### config.mk
export PLATFORM = sky130hd
export DESIGN_NAME = instr_encoder
export DESIGN_NICKNAME = d
export VERILOG_FILES = /design/src/rtl/instr_encoder.sv
export SDC_FILE = /design/constraint.sdc
export NUM_CORES = 1
export LEC_CHECK = 0
export BUFFER_PORTS_ARGS = -buffer_cell sky130_fd_sc_hd__clkbuf_2
export CAP_MARGIN = 20
export CORE_AREA = 2 2 128 130
export CTS_CLUSTER_DIAMETER = 80
export CTS_CLUSTER_SIZE = 28
export DETAILED_ROUTE_END_ITERATION = 7
export DIE_AREA = 0 0 130 132
export PLACE_DENSITY = 0.75
export SETUP_SLACK_MARGIN = 0.15
export SLEW_MARGIN = 25
export SYNTH_ARGS = -nofsm -noshare
export SYNTH_HDL_FRONTEND = slang
export SYNTH_SLANG_ARGS = --single-unit
### constraint.sdc
create_clock -name clk -period 8.7 [get_ports clk]
set_input_delay 1.74 -clock clk [delete_from_list [all_inputs] [get_ports clk]]
set_output_delay 1.74 -clock clk [all_outputs]
set_load 0.02 [all_outputs]
### src/rtl/instr_encoder.sv
// Encodes instruction descriptors into 32-bit RV64 words and queues them,
// with a dequeue-time PC, for a decoder's fetch-side inputs.
module instr_encoder #(
    parameter int          DEPTH     = 2,
    parameter logic [63:0] BOOT_ADDR = 64'h8000_0000
) (
    input  logic        clk,
    input  logic        reset,
    input  logic        req_valid_i,
    output logic        req_ready_o,
    input  logic [2:0]  fmt_i,
    input  logic [6:0]  opcode_i,
    input  logic [2:0]  funct3_i,
    input  logic [6:0]  funct7_i,
    input  logic [4:0]  rs1_i,
    input  logic [4:0]  rs2_i,
    input  logic [4:0]  rd_i,
    input  logic [31:0] imm_i,
    output logic        instr_valid_o,
    input  logic        instr_ready_i,
    output logic [31:0] instruction_o,
    output logic [63:0] pc_o,
    output logic        illegal_o,
    output logic [31:0] issued_o
);

    localparam int AW = $clog2(DEPTH);

    localparam logic [2:0] FMT_R = 3'd0;
    localparam logic [2:0] FMT_I = 3'd1;
    localparam logic [2:0] FMT_S = 3'd2;
    localparam logic [2:0] FMT_B = 3'd3;
    localparam logic [2:0] FMT_U = 3'd4;
    localparam logic [2:0] FMT_J = 3'd5;

    logic [AW:0]   wr_ptr_q, wr_ptr_d;
    logic [AW:0]   rd_ptr_q, rd_ptr_d;
    logic [63:0]   pc_q, pc_d;
    logic [31:0]   issued_q, issued_d;
    logic [32:0]   mem_q [DEPTH];

    logic [31:0]   enc_word;
    logic          enc_illegal;
    logic          full;
    logic          empty;
    logic          push;
    logic          pop;
    logic [32:0]   head;

    always_comb begin
        enc_word    = '0;
        enc_illegal = 1'b0;
        case (fmt_i)
            FMT_R: enc_word = {funct7_i, rs2_i, rs1_i, funct3_i, rd_i, opcode_i};
            FMT_I: enc_word = {imm_i[11:0], rs1_i, funct3_i, rd_i, opcode_i};
            FMT_S: enc_word = {imm_i[11:5], rs2_i, rs1_i, funct3_i, imm_i[4:0], opcode_i};
            FMT_B: enc_word = {imm_i[12], imm_i[10:5], rs2_i, rs1_i, funct3_i,
                               imm_i[4:1], imm_i[11], opcode_i};
            FMT_U: enc_word = {imm_i[31:12], rd_i, opcode_i};
            FMT_J: enc_word = {imm_i[20], imm_i[10:1], imm_i[11], imm_i[19:12],
                               rd_i, opcode_i};
            default: enc_illegal = 1'b1;
        endcase
    end

    // Pointers carry one extra wrap bit so full and empty are distinguishable.
    assign empty = (wr_ptr_q == rd_ptr_q);
    assign full  = (wr_ptr_q[AW] != rd_ptr_q[AW]) &&
                   (wr_ptr_q[AW-1:0] == rd_ptr_q[AW-1:0]);
    assign push  = req_valid_i && !full;
    assign pop   = instr_ready_i && !empty;

    always_comb begin
        wr_ptr_d = wr_ptr_q;
        rd_ptr_d = rd_ptr_q;
        pc_d     = pc_q;
        issued_d = issued_q;
        if (push) begin
            wr_ptr_d = wr_ptr_q + (AW+1)'(1);
        end
        if (pop) begin
            rd_ptr_d = rd_ptr_q + (AW+1)'(1);
            pc_d     = pc_q + 64'd4;
            issued_d = issued_q + 32'd1;
        end
    end

    always_ff @(posedge clk) begin
        if (reset) begin
            wr_ptr_q <= '0;
            rd_ptr_q <= '0;
            pc_q     <= BOOT_ADDR;
            issued_q <= '0;
        end else begin
            wr_ptr_q <= wr_ptr_d;
            rd_ptr_q <= rd_ptr_d;
            pc_q     <= pc_d;
            issued_q <= issued_d;
        end
    end

    // Storage needs no reset: the head is masked whenever the FIFO is empty.
    always_ff @(posedge clk) begin
        if (!reset && push) begin
            mem_q[wr_ptr_q[AW-1:0]] <= {enc_illegal, enc_word};
        end
    end

    assign head          = mem_q[rd_ptr_q[AW-1:0]];
    assign req_ready_o   = !full;
    assign instr_valid_o = !empty;
    assign instruction_o = empty ? 32'h0 : head[31:0];
    assign illegal_o     = empty ? 1'b0 : head[32];
    assign pc_o          = pc_q;
    assign issued_o      = issued_q;

endmodule

==> metrics.txt, run 1 <==
fin crit share 0.427; Die Wd 130 um; Syn Std Cell Area just under 0.008 mm2; CTS tree built; combinational share of power 0.234; Mean Syn Cell Area between 9 and 10 um2; Final GP Congestion 0.837; Cell Pwr Density 236 mW/mm2; DR DRC count 0; minimum clock period 3710 ps; DIE AREA 0.0172 mm2; ys async rst share 0; Clock transition at path regs 70 ps; Clock Root Buffer clkbuf_16; count of antenna-violating nets left after detailed routing 0; # clock sinks around 170; synthesized flop and latch total 165; library cells used by synthesis 47; vias in the first global route 5851; hold buffers post-CTS 0; H-tree levels 4; CTS Buf Count 17; clk_lat worst skew 430 ps; total congestion overflow 0; WL per Instance about 15 um; DRT iter0 DRCs 374; Die Y-Extent 132 um; max-slew violation count 0; Vias 6576; largest net degree at the start of global routing 75; first-pass GRT wire length around 29000 um; I/O pin cnt 202; Worst EP required approximately 7000 ps; Overall Global Routing Usage 0.212; Setup TNS 0 ps; Pleak 3.63 nW; final setup vio count 0; wirelength, routed 18200 um; final core occ 0.606; Cells after Synth ~800; crit-path cells xor2_2, nor2_2, buf_4, nor2_1, clkbuf_2; worst slew margin relative to its limit 0.407; Post-synth EDFFs 66; Highest Clock Rate ~270 MHz; # nets final between 1000 and 1500; Max Fanout on Critical Path 34; Hold WS ~500 ps; max_cap viols 0; # port buffers 199; initial antenna violation count 0; net switching power 732 uW; core area approximately 0.016 mm2; CP Launch Type flip-flop; dpl hpwl 12700 um; Gates resized, CTS repair 0; maximum vdd ir drop roughly 0.00022 V; row count 46; switch share 0.325; Setup Skew roughly 13 ps; Post-CTS Setup Inserts 0; vias per cell 5.39; RSZ-0062 raised after global routing no; Antenna Cells 0; Internal roughly 1.5 mW; Seq pwr share 0.406; Initial DRT Pass Iterations 5; synth warn 0; final cell count without fillers 1219; CTS Buffer Depth 2; WS Path Type reg -> out; Area Growth Syn to Fin 23.5%; dpl cells 1187; Main synth FF type dfxtp_1; HP Class reg -> reg; Least-Margin Pin Slew 883 ps; sequential area share after synthesis 0.514; Crit-path slowest cell dfxtp_1; Clk pwr share 0.360; CP endpoint kind output port; Critical Path Max Stage Delay 520 ps; starting density of the core 0.491; layout cells sized above 1 0.256; Final Hold Violating Endpoints 0; WP data arrival a little under 2000 ps; outcome complete, no violations
logic make-up after synthesis:
| group | after synthesis | share of synthesized area |
|---|---|---|
| buffers and inverters | 66 | 0.0341 |
| AO/OA/AOI/OAI | 123 | 0.0962 |
| flip-flops | 165 | 0.514 |
| XOR/XNOR | 62 | 0.0723 |
| other | 1 | 0.000486 |
| multiplexers | 45 | 0.0592 |
| adder cells (fa/ha/maj) | 2 | 0.00324 |
| AND/OR/NAND/NOR | 340 | 0.221 |
power by group through the flow:
stage / Combinational, mW / Clock [mW] / Sequential [mW]
6_report: 0.527 / 0.812 / 0.914
5_1_grt: 0.565 / 0.867 / 0.922
4_1_cts: 0.532 / 0.830 / 0.914
3_5_place_dp: 0.528 / 0 / 0.931
3_3_place_gp: 0.528 / 0 / 0.930
2_1_floorplan: 0.376 / 0 / 0.895
state kept, by name, indices dropped and copies added (netlist names), named ones only:
register,flops
mem_q,66
wr_ptr_q,2
rd_ptr_q,2
issued_o,32
pc_o,62
path summary, 6_finish.rpt:
| check | slack [ps] | cells past startpoint | endpoint | start |
|---|---|---|---|---|
| max reg2reg | 5820 | 5 | pc_o[52] | wr_ptr_q[0] |
| min | 500 | 2 | pc_o[63] | pc_o[63] |
| max | 4990 | 5 | instruction_o[2] | wr_ptr_q[0] |
| min reg2reg | 500 | 2 | pc_o[63] | pc_o[63] |
worst max-delay path, delay by kind of cell (launching register included):
| kind | cells | cell delay [ps] |
|---|---|---|
| AND/OR/NAND/NOR | 2 | 310 |
| flip-flops | 1 | 520 |
| XOR/XNOR | 1 | 240 |
| buffers and inverters | 2 | 470 |
metal layers:
metal  GRT usage  part of all wire  vias up
met1       0.297              0.45     3076
met2       0.323              0.47      226
li1            -                 -     3248
met3      0.0544             0.063       26
met5           0                 0        -
met4      0.0657             0.017        0
layout make-up:
type / count / area (um2)
Clock buffer: 17 / 425
Clock inverter: 15 / 214
Fill cell: 1332 / 6180
Inverter: 26 / 97.6
Multi-Input combinational cell: 574 / 3500
Sequential cell: 165 / 3970
Tap cell: 216 / 270
Timing Repair Buffer: 206 / 1050
through the flow:
stage                     worst slack (ps)  cell area [um2]  power [mW]
after CTS                             4790             9530        2.28
after global routing                  4890             9530        2.35
after detailed placement              4700             8890        1.46
after floorplan                       3810             7720        1.27
final                                 4990             9530        2.25
after global placement                4790             8890        1.46
Yosys cell counts (27+ instances only):
cell        n  share of area
nand4_1    35          0.028
dfxtp_1    99           0.26
clkbuf_1   29          0.014
nor2_1    111          0.054
mux2i_1    40          0.052
o21ai_0    45          0.029
nand3_1    33          0.021
a21oi_1    47          0.030
edfxtp_1   66           0.26
xnor2_1    33          0.037
xor2_1     27          0.031
nand2_1    58          0.028
placed cells by master (no fill, tap or decap), types with 4 or more instances in the layout:
master / synthesis / routed
nor2_1: 111 / 110
and3_1: 12 / 12
clkbuf_16: 0 / 17
xor2_1: 27 / 27
a22oi_1: 4 / 4
mux2i_1: 40 / 40
nand2_1: 58 / 58
nand3_1: 33 / 33
or3_1: 25 / 25
o31ai_1: 10 / 10
nor3_1: 12 / 11
and4_1: 11 / 11
nor4_1: 13 / 13
a22o_1: 5 / 5
clkbuf_2: 1 / 198
nor2b_1: 5 / 5
nand4_1: 35 / 35
dfxtp_1: 99 / 98
bufinv_16: 0 / 4
inv_1: 26 / 26
inv_6: 0 / 7
a21oi_1: 47 / 47
and2_1: 9 / 9
buf_4: 2 / 8
edfxtp_1: 66 / 66
mux2_2: 5 / 5
or4_1: 11 / 11
o21ai_0: 45 / 45
xnor2_1: 33 / 33
(Power assumes the default switching activity.)
==> inputs of run 2 (changes only) <==
ABC_AREA = 1   (was default)
CORE_AREA = 2 2 137 139   (was 2 2 128 130)
DIE_AREA = 0 0 139 141   (was 0 0 130 132)
PLACE_DENSITY = 0.77   (was 0.75)
clock period = 3 ns   (was 8.7 ns; I/O delays follow)
==> metrics.txt, run 2 <==
outcome complete, no violations (unchanged); cell area after layout 0.0107 mm2 (was 0.00953 mm2); Cells after Synth 1291 (was 804); WS Path Type reg -> out (unchanged); met1 wire length 10600 um (was 8270 um); Crit-path slowest cell dfxtp_1 (unchanged); hold buffers post-CTS 0 (unchanged); Critical Path Source wr_ptr_q[0] (unchanged); Top Layer Used met4 (unchanged); sequential area share after synthesis 0.445 (was 0.514); R2R depth 10 (was 5); total congestion overflow 0 (unchanged); critical hold path startpoint pc_o[6] (was pc_o[63]); Seq pwr share 0.457 (was 0.406); net switching power 1.47 mW (was 732 uW); max_cap viols 0 (unchanged); Main synth FF type dfxtp_1 (unchanged); Die Y-Extent 141 um (was 132 um); Setup Skew 8.99 ps (was 12.7 ps); Overall Global Routing Usage 0.246 (was 0.212); Post-CTS Setup Inserts 0 (unchanged); Post-synth top cells nand2_1 (423), nor2_1 (226), inv_1 (132) (was nor2_1 (111), dfxtp_1 (99), edfxtp_1 (66)); # clock sinks 165 (unchanged); FF-to-FF Start wr_ptr_q[0] (unchanged); most common cell after layout, fill and taps aside nand2_1 (was clkbuf_2); hold endpoint pc_o[6] (was pc_o[63]); combinational share of power 0.136 (was 0.234); DRT iter0 DRCs 564 (was 374); RSZ-0062 raised after global routing no (unchanged); final setup vio count 0 (unchanged); Internal 3.84 mW (was 1.52 mW); commonest non-fill, non-tap cells in the layout nand2_1 (423), nor2_1 (225), clkbuf_2 (199), inv_1 (132), dfxtp_1 (99) (was clkbuf_2 (198), nor2_1 (110), dfxtp_1 (98), edfxtp_1 (66), nand2_1 (58)); flip-flop count of the largest register after layout 66 (unchanged); row count 50 (was 46); metal2 WL 11500 um (was 8510 um); first-pass GRT wire length 39400 um (was 29300 um); switch share 0.277 (was 0.325); Final GP Congestion 0.937 (was 0.837); most common cell in the netlist nand2_1 (was nor2_1); library cells used by synthesis 46 (was 47); r2r endpoint issued_o[18] (was pc_o[52]); Post-synth EDFFs 66 (unchanged); cell taking the most area after synthesis dfxtp_1 (unchanged); Final Hold Violating Endpoints 0 (unchanged); Gates resized, CTS repair 0 (unchanged); clk_lat worst skew 430 ps (about the same); CP Launch Type flip-flop (unchanged); CP endpoint kind output port (unchanged); Highest Clock Rate 388 MHz; maximum vdd ir drop 0.000455 V (was 0.000216 V); max-slew violation count 0 (unchanged); Worst EP required 2400 ps (was 6960 ps); Area after DPL 0.0101 mm2 (was 0.00889 mm2); Clock transition at path regs 60 ps (was 70 ps); CTS tree built (unchanged); Antenna Cells 0 (unchanged); H-tree levels 4 (unchanged); Max Fanout on Critical Path 33 (was 34); layout cells sized above 1 0.189 (was 0.256); HP Class reg -> reg (unchanged); Cell Pwr Density 496 mW/mm2 (was 236 mW/mm2); FILL cells 1772 (was 1332); I/O pin cnt 202 (unchanged); Initial DRT Pass Iterations 5 (unchanged); synthesized flop and latch total 165 (unchanged); hold path cells 2 (unchanged); Area contributors post-synth dfxtp_1 (22%), edfxtp_1 (22%), nand2_1 (18%), nor2_1 (9.5%), inv_1 (5.6%) (was dfxtp_1 (26%), edfxtp_1 (26%), nor2_1 (5.4%), mux2i_1 (5.2%), xnor2_1 (3.7%)); Mean Syn Cell Area 6.90 um2 (was 9.59 um2); Die Wd 139 um (was 130 um); # port buffers 199 (unchanged); Synth top area share 0.222 (was 0.257); Critical Path Max Stage Delay 430 ps (was 520 ps); Pleak 4.44 nW (was 3.63 nW); vias in the first global route 8313 (was 5851); WP data arrival 1980 ps (was 1970 ps); DR DRC count 0 (unchanged); Clk pwr share 0.407 (was 0.360); CTS Buffer Depth 2 (unchanged); vias per cell 5.14 (was 5.39); crit-path cells inv_2, nand2_2, nand2_4, nand2_8, inv_1, buf_4, a21oi_1, clkbuf_2 (was xor2_2, nor2_2, buf_4, nor2_1, clkbuf_2); met3 wire len 1590 um (was 1140 um); Vias 8905 (was 6576); worst slew margin relative to its limit 0.630 (was 0.407); dpl hpwl 17900 um (was 12700 um); Setup TNS 0 ps (unchanged); fin crit share 0.859; R2R setup slack 970 ps (was 5820 ps); count of antenna-violating nets left after detailed routing 0 (unchanged); synth warn 0 (unchanged); ys async rst share 0 (unchanged); Clock Root Buffer clkbuf_16 (unchanged); Least-Margin Pin Slew 555 ps (was 883 ps); starting density of the core 0.488 (was 0.491); minimum clock period 2580 ps; WL per Instance 14.0 um (was 15.0 um); Area Growth Syn to Fin 20.3% (was 23.5%); Syn Std Cell Area 0.00891 mm2 (was 0.00771 mm2); core area 0.0183 mm2 (was 0.0157 mm2); largest net degree at the start of global routing 37 (was 75); # nets final 1560 (was 1063); CTS Buf Count 17 (unchanged); wirelength, routed 24200 um (was 18200 um); DIE AREA 0.0196 mm2 (was 0.0172 mm2); initial antenna violation count 0 (unchanged)
## run 2: changes by cell type after synthesis, sizes merged, moves of 11 or more
| cell | delta |
|---|---|
| or3 | -25 |
| or4 | -11 |
| nor2 | +138 |
| mux2i | -40 |
| a21oi | +28 |
| nor4 | -13 |
| xor2 | -23 |
| xnor2 | -33 |
| nand3 | +32 |
| nand2 | +375 |
| inv | +111 |
| and4 | -11 |
## run 2: critical path, delay by kind of cell (launching register included)
family,cells,cell delay [ps]
AOI/OAI and AO/OA,1,270
buffers and inverters,4,570
DFF,1,430
and+or+nand+nor,3,280
## run 2: cells by family (layout without fill, tap and decap cells)
logic type                 count (synthesis)  in the layout  share of synthesized area
and+or+nand+nor                          819            819                      0.394
buffers and inverters                    172            380                     0.0761
DFF                                      165            165                      0.445
AOI/OAI and AO/OA                        126            126                     0.0754
xor gates and xnor gates                   6              6                    0.00590
adders and majority gates                  2              2                    0.00281
other                                      1              2                   0.000421
## run 2: power groups by stage
stage	Combinational, mW	Clock (mW)	Sequential (mW)
finish	0.723	2.16	2.43
floorplan	0.469	0	2.48
CTS	0.726	2.20	2.43
global route	0.791	2.30	2.43
detailed placement	0.723	0	2.48
global placement	0.716	0	2.48
## run 2: metrics by stage
step	hold slack, ps	instances	util	setup WS, ps	power (mW)
after CTS	461	1734	0.587	400	5.36
final	476	1734	0.587	424	5.32
after detailed placement	464	1702	0.555	708	3.20
after floorplan	460	1292	-	200	2.95
after global routing	476	1734	0.587	306	5.52
after global placement	461	1702	0.555	792	3.19
## run 2: worst max path at each step
stage                             end  slack (ps)
global route        instruction_o[17]         310
CTS                 instruction_o[17]         400
floorplan                 mem_q[1][0]         200
global placement         issued_o[17]         790
detailed placement       issued_o[18]         710
finish              instruction_o[17]         420
## run 2: area by class of cell
| type | count | area, um2 | share of cell area |
|---|---|---|---|
| Tap cell | 234 | 293 | 0.0273 |
| Multi-Input combinational cell | 955 | 4290 | 0.400 |
| Clock buffer | 18 | 429 | 0.0400 |
| Sequential cell | 165 | 3960 | 0.370 |
| Clock inverter | 14 | 150 | 0.0140 |
| Timing Repair Buffer | 209 | 1070 | 0.0999 |
| Inverter | 139 | 522 | 0.0487 |
## run 2: metal layers
layer  global-route usage  vias to the layer above
met1                0.316                     4043
met2                0.418                      301
met3               0.0476                       44
li1                     -                     4517
met5                    0                        -
met4               0.0883                        0
==> inputs of run 3 (changes only) <==
ABC_AREA = 0   (was 1)
CORE_AREA = 2 2 130 132   (was 2 2 137 139)
DIE_AREA = 0 0 132 134   (was 0 0 139 141)
PLACE_DENSITY = 0.76   (was 0.77)
==> metrics.txt, run 3 (synthesized netlist as in run 1, its figures left out) <==
outcome complete, no violations (unchanged); wirelength, routed 18700 um (was 24200 um); fin crit share 0.857 (was 0.859); core area 0.0163 mm2 (was 0.0183 mm2); H-tree levels 4 (unchanged); layout cells sized above 1 0.258 (was 0.189); Setup TNS 0 ps (unchanged); Clk pwr share 0.342 (was 0.407); Overall Global Routing Usage 0.209 (was 0.246); FILL cells 1455 (was 1772); Final GP Congestion 0.868 (was 0.937); WS Path Type reg -> out (unchanged); DR DRC count 0 (unchanged); Die Wd 132 um (was 139 um); GR Util met1 0.266 (was 0.316); R2R depth 5 (was 10); Least-Margin Pin Slew 829 ps (was 555 ps); CTS tree built (unchanged); grt met3 use 0.0544 (was 0.0476); final setup vio count 0 (unchanged); Cell Pwr Density 668 mW/mm2 (was 496 mW/mm2); Setup Skew 14.9 ps (was 8.99 ps); max-slew violation count 0 (unchanged); Hold WS 472 ps (was 476 ps); initial antenna violation count 1 (was 0); dpl hpwl 13200 um (was 17900 um); WP data arrival 1970 ps (was 1980 ps); row count 47 (was 50); max_cap viols 0 (unchanged); HP Class in -> reg (was reg -> reg); final cell count without fillers 1231 (was 1734); starting density of the core 0.474 (was 0.488); Die Y-Extent 134 um (was 141 um); vias per cell 5.42 (was 5.14); Final Hold Violating Endpoints 0 (unchanged); R2R setup slack 600 ps (was 970 ps); vias in the first global route 6079 (was 8313); Clock transition at path regs 60 ps (about the same); Vias 6667 (was 8905); Clock Root Buffer clkbuf_16 (unchanged); commonest non-fill, non-tap cells in the layout clkbuf_2 (198), nor2_1 (110), dfxtp_1 (98), edfxtp_1 (66), nand2_1 (58) (was nand2_1 (423), nor2_1 (225), clkbuf_2 (199), inv_1 (132), dfxtp_1 (99)); Pleak 3.65 nW (was 4.44 nW); Seq pwr share 0.407 (was 0.457); FF-to-FF Start pc_o[18] (was wr_ptr_q[0]); # clock sinks 165 (unchanged); dpl cells 1198 (was 1702); r2r endpoint pc_o[52] (was issued_o[18]); hold path cells 2 (unchanged); Area Growth Syn to Fin 24.0% (was 20.3%); WL per Instance 15.2 um (was 14.0 um); CP endpoint kind output port (unchanged); I/O pin cnt 202 (unchanged); combinational share of power 0.251 (was 0.136); most common cell after layout, fill and taps aside clkbuf_2 (was nand2_1); Initial DRT Pass Iterations 5 (unchanged); RSZ-0062 raised after global routing no (unchanged); worst slew margin relative to its limit 0.443 (was 0.630); global routing usage on met2 0.352 (was 0.418); net switching power 2.07 mW (was 1.47 mW); # port buffers 199 (unchanged); switch share 0.324 (was 0.277); Highest Clock Rate 389 MHz (was 388 MHz); DIE AREA 0.0177 mm2 (was 0.0196 mm2); hold endpoint mem_q[1][5] (was pc_o[6]); DRT iter0 DRCs 402 (was 564); first-pass GRT wire length 29900 um (was 39400 um); clk_lat worst skew 430 ps (about the same); Max Fanout on Critical Path 34 (was 33); count of antenna-violating nets left after detailed routing 0 (unchanged); Internal 4.32 mW (was 3.84 mW); Post-CTS Setup Inserts 0 (unchanged); flip-flop count of the largest register after layout 66 (unchanged); # nets final 1070 (was 1560); GRT busiest layer met2 (unchanged); largest net degree at the start of global routing 56 (was 37); total congestion overflow 0 (unchanged); Worst EP required 2400 ps (about the same); CP Launch Type flip-flop (unchanged); CTS Buf Count 17 (unchanged); minimum clock period 2570 ps (was 2580 ps); CTS Buffer Depth 2 (unchanged); maximum vdd ir drop 0.000461 V (was 0.000455 V); critical hold path startpoint opcode_i[5] (was pc_o[6])
==> run 3: cell count changes in the layout (fill, tap and decap cells not counted), moves of 11 or more <==
cell | previous run | this run
a21oi_1 | 74 | 47
and4_1 | 0 | 11
inv_1 | 132 | 26
mux2i_1 | 0 | 40
nand2_1 | 423 | 58
nand3_1 | 65 | 33
nor2_1 | 225 | 110
nor2_2 | 16 | 1
nor4_1 | 0 | 13
o21ai_0 | 32 | 45
or3_1 | 0 | 25
or4_1 | 0 | 11
xnor2_1 | 1 | 33
xor2_1 | 5 | 27
==> run 3: worst max-delay path: stages (launching register included) <==
cell,delay [ps]
dfxtp_1,550
xor2_2,240
nor2_2,60
buf_4,260
nor2_1,220
clkbuf_2,200
==> run 3: power groups by stage <==
stage | Clock (mW) | Combinational [mW] | Sequential (mW)
CTS | 2.23 | 1.62 | 2.61
global route | 2.31 | 1.73 | 2.62
global placement | 0 | 1.60 | 2.65
finish | 2.18 | 1.60 | 2.60
floorplan | 0 | 1.09 | 2.59
detailed placement | 0 | 1.61 | 2.65
==> run 3: repair_timing <==
item,4_1_cts,5_1_grt
hold buffers,0,0
gates resized for setup,0,1
setup endpoints to repair,0,2
==> run 3: per-layer routing <==
| metal | vias to the layer above | wire (um) |
|---|---|---|
| li1 | 3280 | - |
| met1 | 3127 | 8080 |
| met2 | 239 | 9150 |
| met3 | 21 | 1280 |
| met4 | 0 | 229 |
| met5 | - | 0 |
==> run 3: through the flow <==
step / area [um2] / power [mW] / util / setup WS [ps]
global route: 9560 / 6.66 / 0.587 / 246
floorplan: 7730 / 3.69 / - / 163
detailed placement: 8970 / 4.26 / 0.551 / 334
finish: 9570 / 6.39 / 0.587 / 428
global placement: 8970 / 4.25 / 0.551 / 348
CTS: 9560 / 6.46 / 0.587 / 400
==> run 3: final cells by class <==
| cell class | instances | area (um2) | area share |
|---|---|---|---|
| Antenna cell | 1 | 2.50 | 0.000262 |
| Clock buffer | 19 | 433 | 0.0453 |
| Clock inverter | 13 | 155 | 0.0162 |
| Inverter | 26 | 97.6 | 0.0102 |
| Multi-Input combinational cell | 574 | 3520 | 0.368 |
| Sequential cell | 165 | 3970 | 0.415 |
| Tap cell | 220 | 275 | 0.0288 |
| Timing Repair Buffer | 213 | 1120 | 0.117 |
==> run 3: worst max-delay path by stage <==
stage | startpoint | to | slack [ps]
floorplan | wr_ptr_q[0] | mem_q[1][0] | 160
global placement | instr_ready_i | pc_o[60] | 350
global route | rd_ptr_q[1] | instruction_o[11] | 250
CTS | wr_ptr_q[0] | instruction_o[11] | 400
finish | wr_ptr_q[0] | instruction_o[19] | 430
detailed placement | instr_ready_i | pc_o[60] | 330
